`src/rtl/coffee_dispense_sequencer_if.sv`:
```
`default_nettype none
// ============================================================================
// Module      : coffee_dispense_sequencer_if
// Description : Link between the dispense sequencer and the per-ingredient
//               time lookup (drink/ingredient out, seconds back).
// Revision    : 1.0 - initial release
// ============================================================================
interface coffee_dispense_sequencer_if;
    logic [2:0] coffee_type;
    logic [2:0] state;
    logic [2:0] ingredient_time;

    modport master (
        output coffee_type,
        output state,
        input  ingredient_time
    );

    modport slave (
        input  coffee_type,
        input  state,
        output ingredient_time
    );
endinterface
`default_nettype wire

```
`src/rtl/coffee_dispense_sequencer.sv`:
```
`default_nettype none
// ============================================================================
// Module      : coffee_dispense_sequencer
// Description : Opens one ingredient valve at a time for the number of seconds
//               returned by the time lookup. Optional abort input is enabled
//               by defining COFFEE_ABORT_EN.
// Revision    : 1.0 - initial release
// ============================================================================
module coffee_dispense_sequencer #(
    parameter int CLK_PER_SEC = 50_000_000,
    parameter int PRESC_W     = 26
) (
    input  wire logic                   clk,
    input  wire logic                   rst_n,
    input  wire logic                   start,
    input  wire logic [2:0]             coffee_sel,
`ifdef COFFEE_ABORT_EN
    input  wire logic                   abort,
`endif
    coffee_dispense_sequencer_if.master lookup,
    output logic [4:0]                  valve,
    output logic                        busy,
    output logic                        done,
    output logic [2:0]                  remaining
);

    localparam logic [1:0] c_ST_IDLE = 2'd0;
    localparam logic [1:0] c_ST_LOAD = 2'd1;
    localparam logic [1:0] c_ST_POUR = 2'd2;
    localparam logic [1:0] c_ST_DONE = 2'd3;

    localparam logic [PRESC_W-1:0] c_PRESC_TERM = PRESC_W'(CLK_PER_SEC - 1);
    localparam logic [2:0]         c_LAST_ING   = 3'd4;

    logic [1:0]         r_fsm;
    logic [2:0]         r_coffee_type;
    logic [2:0]         r_state;
    logic [2:0]         r_remaining;
    logic [4:0]         r_valve;
    logic               r_busy;
    logic               r_done;
    logic [PRESC_W-1:0] r_presc;

    logic w_abort;
    logic w_sel_ok;
    logic w_tick;

`ifdef COFFEE_ABORT_EN
    assign w_abort = abort;
`else
    assign w_abort = 1'b0;
`endif

    assign w_sel_ok = (coffee_sel >= 3'd1) && (coffee_sel <= 3'd4);
    assign w_tick   = (r_presc == c_PRESC_TERM);

    always_ff @(posedge clk or negedge rst_n) begin
        if (!rst_n) begin
            r_fsm         <= c_ST_IDLE;
            r_coffee_type <= 3'd0;
            r_state       <= 3'd0;
            r_remaining   <= 3'd0;
            r_valve       <= 5'd0;
            r_busy        <= 1'b0;
            r_done        <= 1'b0;
            r_presc       <= '0;
        end else begin
            r_done <= 1'b0;
            case (r_fsm)
                c_ST_IDLE: begin
                    if (start && w_sel_ok) begin
                        r_coffee_type <= coffee_sel;
                        r_state       <= 3'd0;
                        r_busy        <= 1'b1;
                        r_fsm         <= c_ST_LOAD;
                    end
                end
                c_ST_LOAD: begin
                    if (w_abort) begin
                        r_valve     <= 5'd0;
                        r_remaining <= 3'd0;
                        r_presc     <= '0;
                        r_busy      <= 1'b0;
                        r_state     <= 3'd0;
                        r_fsm       <= c_ST_IDLE;
                    end else begin
                        r_remaining <= lookup.ingredient_time;
                        r_presc     <= '0;
                        if (lookup.ingredient_time != 3'd0) begin
                            r_valve <= 5'b00001 << r_state;
                            r_fsm   <= c_ST_POUR;
                        end else if (r_state == c_LAST_ING) begin
                            r_done <= 1'b1;
                            r_fsm  <= c_ST_DONE;
                        end else begin
                            // Zero-time ingredient: move straight to the next lookup
                            r_state <= r_state + 3'd1;
                        end
                    end
                end
                c_ST_POUR: begin
                    if (w_abort) begin
                        r_valve     <= 5'd0;
                        r_remaining <= 3'd0;
                        r_presc     <= '0;
                        r_busy      <= 1'b0;
                        r_state     <= 3'd0;
                        r_fsm       <= c_ST_IDLE;
                    end else if (w_tick) begin
                        r_presc <= '0;
                        if (r_remaining == 3'd1) begin
                            r_valve     <= 5'd0;
                            r_remaining <= 3'd0;
                            if (r_state == c_LAST_ING) begin
                                r_done <= 1'b1;
                                r_fsm  <= c_ST_DONE;
                            end else begin
                                r_state <= r_state + 3'd1;
                                r_fsm   <= c_ST_LOAD;
                            end
                        end else begin
                            r_remaining <= r_remaining - 3'd1;
                        end
                    end else begin
                        r_presc <= r_presc + 1'b1;
                    end
                end
                c_ST_DONE: begin
                    r_valve <= 5'd0;
                    r_busy  <= 1'b0;
                    r_state <= 3'd0;
                    r_fsm   <= c_ST_IDLE;
                end
                default: begin
                    r_valve <= 5'd0;
                    r_busy  <= 1'b0;
                    r_fsm   <= c_ST_IDLE;
                end
            endcase
        end
    end

    assign lookup.coffee_type = r_coffee_type;
    assign lookup.state       = r_state;
    assign valve              = r_valve;
    assign busy               = r_busy;
    assign done               = r_done;
    assign remaining          = r_remaining;

endmodule
`default_nettype wire

```
`src/flat_wrapper.sv`:
```
// flat-port wrapper written by rule: the top's interface ports become plain ports
module coffee_dispense_sequencer_flat 
#(
    parameter int CLK_PER_SEC = 50_000_000,
    parameter int PRESC_W     = 26
)
  (clk, rst_n, start, coffee_sel, valve, busy, done, remaining, lookup_coffee_type, lookup_state, lookup_ingredient_time);
  coffee_dispense_sequencer_if lookup_i ();
  input  wire logic clk;
  input  wire logic rst_n;
  input  wire logic start;
  input  wire logic [2:0] coffee_sel;
  output logic [4:0] valve;
  output logic busy;
  output logic done;
  output logic [2:0] remaining;
  output wire logic [$bits(lookup_i.coffee_type)-1:0] lookup_coffee_type;
  output wire logic [$bits(lookup_i.state)-1:0] lookup_state;
  input wire logic [$bits(lookup_i.ingredient_time)-1:0] lookup_ingredient_time;
  assign lookup_coffee_type = lookup_i.coffee_type;
  assign lookup_state = lookup_i.state;
  assign lookup_i.ingredient_time = lookup_ingredient_time;
  coffee_dispense_sequencer #(.CLK_PER_SEC(CLK_PER_SEC), .PRESC_W(PRESC_W)) u_core (.clk(clk), .rst_n(rst_n), .start(start), .coffee_sel(coffee_sel), .lookup(lookup_i), .valve(valve), .busy(busy), .done(done), .remaining(remaining));
endmodule
```
`config.mk`:
```
export PLATFORM = sky130hd
export DESIGN_NAME = coffee_dispense_sequencer_flat
export DESIGN_NICKNAME = d
export VERILOG_FILES = /design/src/rtl/coffee_dispense_sequencer_if.sv /design/src/rtl/coffee_dispense_sequencer.sv /design/src/flat_wrapper.sv
export SDC_FILE = /design/constraint.sdc
export NUM_CORES = 1
export LEC_CHECK = 0
export CAP_MARGIN = 20
export CORE_ASPECT_RATIO = 1.25
export CORE_UTILIZATION = 41
export DETAILED_ROUTE_END_ITERATION = 7
export PLACE_DENSITY_LB_ADDON = 0.1
export SYNTH_ARGS = -nofsm -noshare
export SYNTH_HDL_FRONTEND = slang
export SYNTH_SLANG_ARGS = --single-unit
```
`constraint.sdc`:
```
create_clock -name clk -period 1.9 [get_ports clk]
set_input_delay 0.38 -clock clk [delete_from_list [all_inputs] [get_ports clk]]
set_output_delay 0.38 -clock clk [all_outputs]
set_load 0.005 [all_outputs]
```
==> results.py <==
metrics = {
    "run_status": {
        "outcome": "finished, final reports clean",
    },
    "clock_tree": {
        "clock_path_buffers": 2,
        "cts_hold_buffers": 0,
        "root_buffer": "clkbuf_8",
        "clk_pin_slew_ns": 0.08,
        "cts_tree": "built",
        "clkSinkCount": 44,
        "cts_buffers": 5,
        "clkLatencyLatePin_ns": 0.30,
        "h-tree-depth": 2,
    },
    "critical_path": {
        "cp_top_family": "compound AO/OA/AOI/OAI gates",
        "critical_path.startpoint_type": "register",
        "crit_chain": "ha_2 > and3_1 > nand3_2 > buf_6 > o41a_2 > a311oi_2 > a21oi_1",
        "reg2regPathDepth": 7,
        "crit_type": "register to register",
        "slowest_stage": "o41a_2",
        "max_stage_delay_ns": 0.44,
        "cp.depth": 7,
        "worstPathArrival_ns": 2.02,
        "worstPathMaxFanout": 4,
        "critPathBufInv": 1,
        "worst_ep_required_time_ns": 2.09,
        "end_kind": "register",
    },
    "place": {
        "gp_congestion": 0.8217,
        "dpl-instance-area_um2": 3004,
        "port_buffers": 24,
        "place_ws_ns": -0.08296,
        "dp_hpwl_um": 3464,
    },
    "global_routing": {
        "antenna_found_initial": 0,
        "grt_max_degree": 45,
        "overflow": 0,
        "first_global_vias": 1821,
        "grt_pass1_wl_um": 8411,
        "grt_usage_pct": 17.21,
    },
    "cells_and_area": {
        "nets": 329,
        "layout-drive-gt1-share_pct": 22.40,
        "antenna_cells": 0,
        "fill_cells": 549,
        "syn_to_final_growth_pct": 29.22,
        "stdcell_area_um2": 3193,
    },
    "synth": {
        "synth_area_um2": 2471,
        "postSynthCellCount": 246,
        "postSynthAreaPerCell_um2": 10.05,
        "syn_nets": 268,
        "yosys.area.top_type": "dfrtp_1",
        "synth.area.top_cells": "dfrtp_1 45%, ha_1 6.6%, xor2_1 6.4%",
        "yosysSeqAreaShare_pct": 44.56,
        "synth_edf_count": 0,
        "ys_warn_count": 0,
        "synth_top_area_share_pct": 44.56,
        "yosys.cell_types.count": 43,
        "ys.flop_type": "dfrtp_1",
        "ys_ff_latch": 44,
        "async_reset_ff_share_pct": 100.0,
    },
    "floorplan": {
        "die_width_um": 71.44,
        "row_count": 31,
        "dieArea_um2": 6344,
        "start_util_pct": 42.47,
        "io_pins": 25,
        "die_h_um": 88.80,
        "fp.coreArea_um2": 5818,
    },
    "sta": {
        "max_freq_ghz": 0.5463,
        "rsz0062_at_grt": "yes",
        "skew_ns": 0.008128,
        "fin_ws_ns": 0.06948,
        "worst_slew_pin_slew_ns": 0.3591,
        "setup_viol": 0,
        "hold_viol": 0,
        "tns_ns": 0,
        "post-route-period-util_pct": 96.34,
        "period_minus_slack_ns": 1.831,
        "slew_viol_final": 0,
        "slew-limit-headroom_pct": 75.86,
    },
    "drt": {
        "via_per_inst": 5.176,
        "drt_iter0_markers": 63,
        "drc": 0,
        "vias": 1936,
        "wirelength_um": 5068,
        "drtAntennaViolNets": 0,
        "wire_per_inst_um": 13.55,
        "firstDrtPassIters": 4,
    },
    "power": {
        "power_density_nw_per_um2": 508.0,
        "irDropWorstVdd_uv": 274.7,
        "combinationalPowerShare_pct": 3.7,
        "power_switching_w": 0.0003644,
        "p_int_w": 0.001258,
        "p_leak_nw": 1.549,
        "clock_power_share_pct": 38.5,
        "p_total_w": 0.001622,
        "power_frac_seq_pct": 57.8,
        "switching_share_pct": 22.46,
    },
    "worst_hold_path": {
        "hold_path.class": "input port to async pin",
    },
    "run": {
        "drv_cap": 0,
    },
}
-- synthesized netlist by cell type (2+ instances only) --
| master | instances |
|---|---|
| clkbuf_1 | 4 |
| ha_1 | 13 |
| or3_1 | 2 |
| o211a_1 | 2 |
| buf_2 | 3 |
| nand4_1 | 9 |
| inv_1 | 13 |
| nand3_1 | 12 |
| and2_1 | 2 |
| o21ai_0 | 7 |
| nand2_1 | 17 |
| and3_1 | 6 |
| mux2i_1 | 7 |
| nor3_1 | 2 |
| a31oi_1 | 4 |
| and4_1 | 2 |
| xnor2_1 | 8 |
| dfrtp_1 | 44 |
| xor2_1 | 18 |
| a21oi_1 | 7 |
| nor2_1 | 37 |
| nor4_4 | 2 |
| a22o_1 | 4 |
| nor4_1 | 2 |
-- logic make-up (layout without fill, tap and decap cells) --
family                     after synthesis  in the layout  share of synthesized area [%]
AOI/OAI and AO/OA                       32             32                          9.620
xor gates and xnor gates                26             26                          9.215
adders and majority gates               13             13                          6.582
buffers and inverters                   20             82                          3.190
DFF                                     44             44                          44.56
muxes                                    8              8                          3.291
and+or+nand+nor                        103            103                          23.54
-- cells in the final DEF, fill, tap and decap left out, types with 7 or more instances in the layout --
cell type        count
clkdlybuf4s50_1     23
inv_1               13
nand4_1              9
o21ai_0              7
nand3_1             10
xnor2_1              8
mux2i_1              7
nor2_1              36
buf_4               33
xor2_1              18
ha_1                12
dfrtp_1             43
nand2_1             17
-- timing repair --
item	in CTS	in global routing
setup endpoints to repair	0	36
buffers inserted	0	5
gates resized for setup	0	14
-- worst paths after layout --
kind / startpoint / to / slack (ns)
max: u_core.r_presc[1] / u_core.remaining[2] / 0.07
min: rst_n / u_core.lookup.coffee_type[1] / 0.03
max reg2reg: u_core.r_presc[1] / u_core.remaining[2] / 0.07
min reg2reg: u_core.valve[4] / u_core.valve[4] / 0.51
max in group asynchronous: rst_n / u_core.r_presc[18] / 1.64
min in group clk: u_core.valve[4] / u_core.valve[4] / 0.51
-- power groups by stage --
stage	sequential (W)	combinational, W	clock, W
2_1_floorplan	0.000957	0.00000872	0
3_3_place_gp	0.000956	0.0000626	0
3_5_place_dp	0.000956	0.0000622	0
4_1_cts	0.000938	0.0000629	0.000642
5_1_grt	0.000938	0.0000690	0.000681
6_report	0.000937	0.0000606	0.000624
-- flip-flops by register name, indices dropped and copies added, names as in the netlist --
| register | cells |
|---|---|
| u_core.remaining | 3 |
| u_core.lookup.state | 3 |
| u_core.valve | 5 |
| u_core.busy | 1 |
| u_core.done | 1 |
| u_core.r_fsm | 2 |
| u_core.r_presc | 26 |
| u_core.lookup.coffee_type | 3 |
-- per-stage QoR --
| step | utilization [%] | instances | hold WS [ns] |
|---|---|---|---|
| after detailed placement | 51.63 | 360 | 0.3786 |
| after floorplan | - | 246 | 0.08441 |
| after global placement | 51.63 | 360 | 0.3816 |
| after global routing | 54.88 | 374 | 0.05462 |
| after CTS | 53.23 | 368 | 0.04685 |
| final | 54.88 | 374 | 0.02585 |
-- worst register-to-register path, stage by stage, from the launching register on --
cell and delay [ns]:
dfrtp_1 0.36, ha_2 0.20, and3_1 0.17, nand3_2 0.08, buf_6 0.14, o41a_2 0.44, a311oi_2 0.26, a21oi_1 0.06
-- per-layer routing --
metal / wire length (µm) / vias to the layer above / track usage [%]
li1: - / 976 / -
met5: 0 / - / 0
met1: 2427 / 922 / 22.24
met3: 136 / 8 / 3.531
met2: 2409 / 30 / 28.23
met4: 94 / 0 / 7.091
-- layout make-up --
class                   instances  area, µm²  area share (%)
well taps                      66      82.58           2.586
multi-input cells             182       1336           41.85
inverters                      13      48.80           1.528
clock buffers                   6      82.58           2.586
repair buffers                 61      530.5           16.61
clock inverters                 2      10.01          0.3135
flip-flops and latches         44       1102           34.52
No activity file was read; power rests on OpenSTA's default activity.
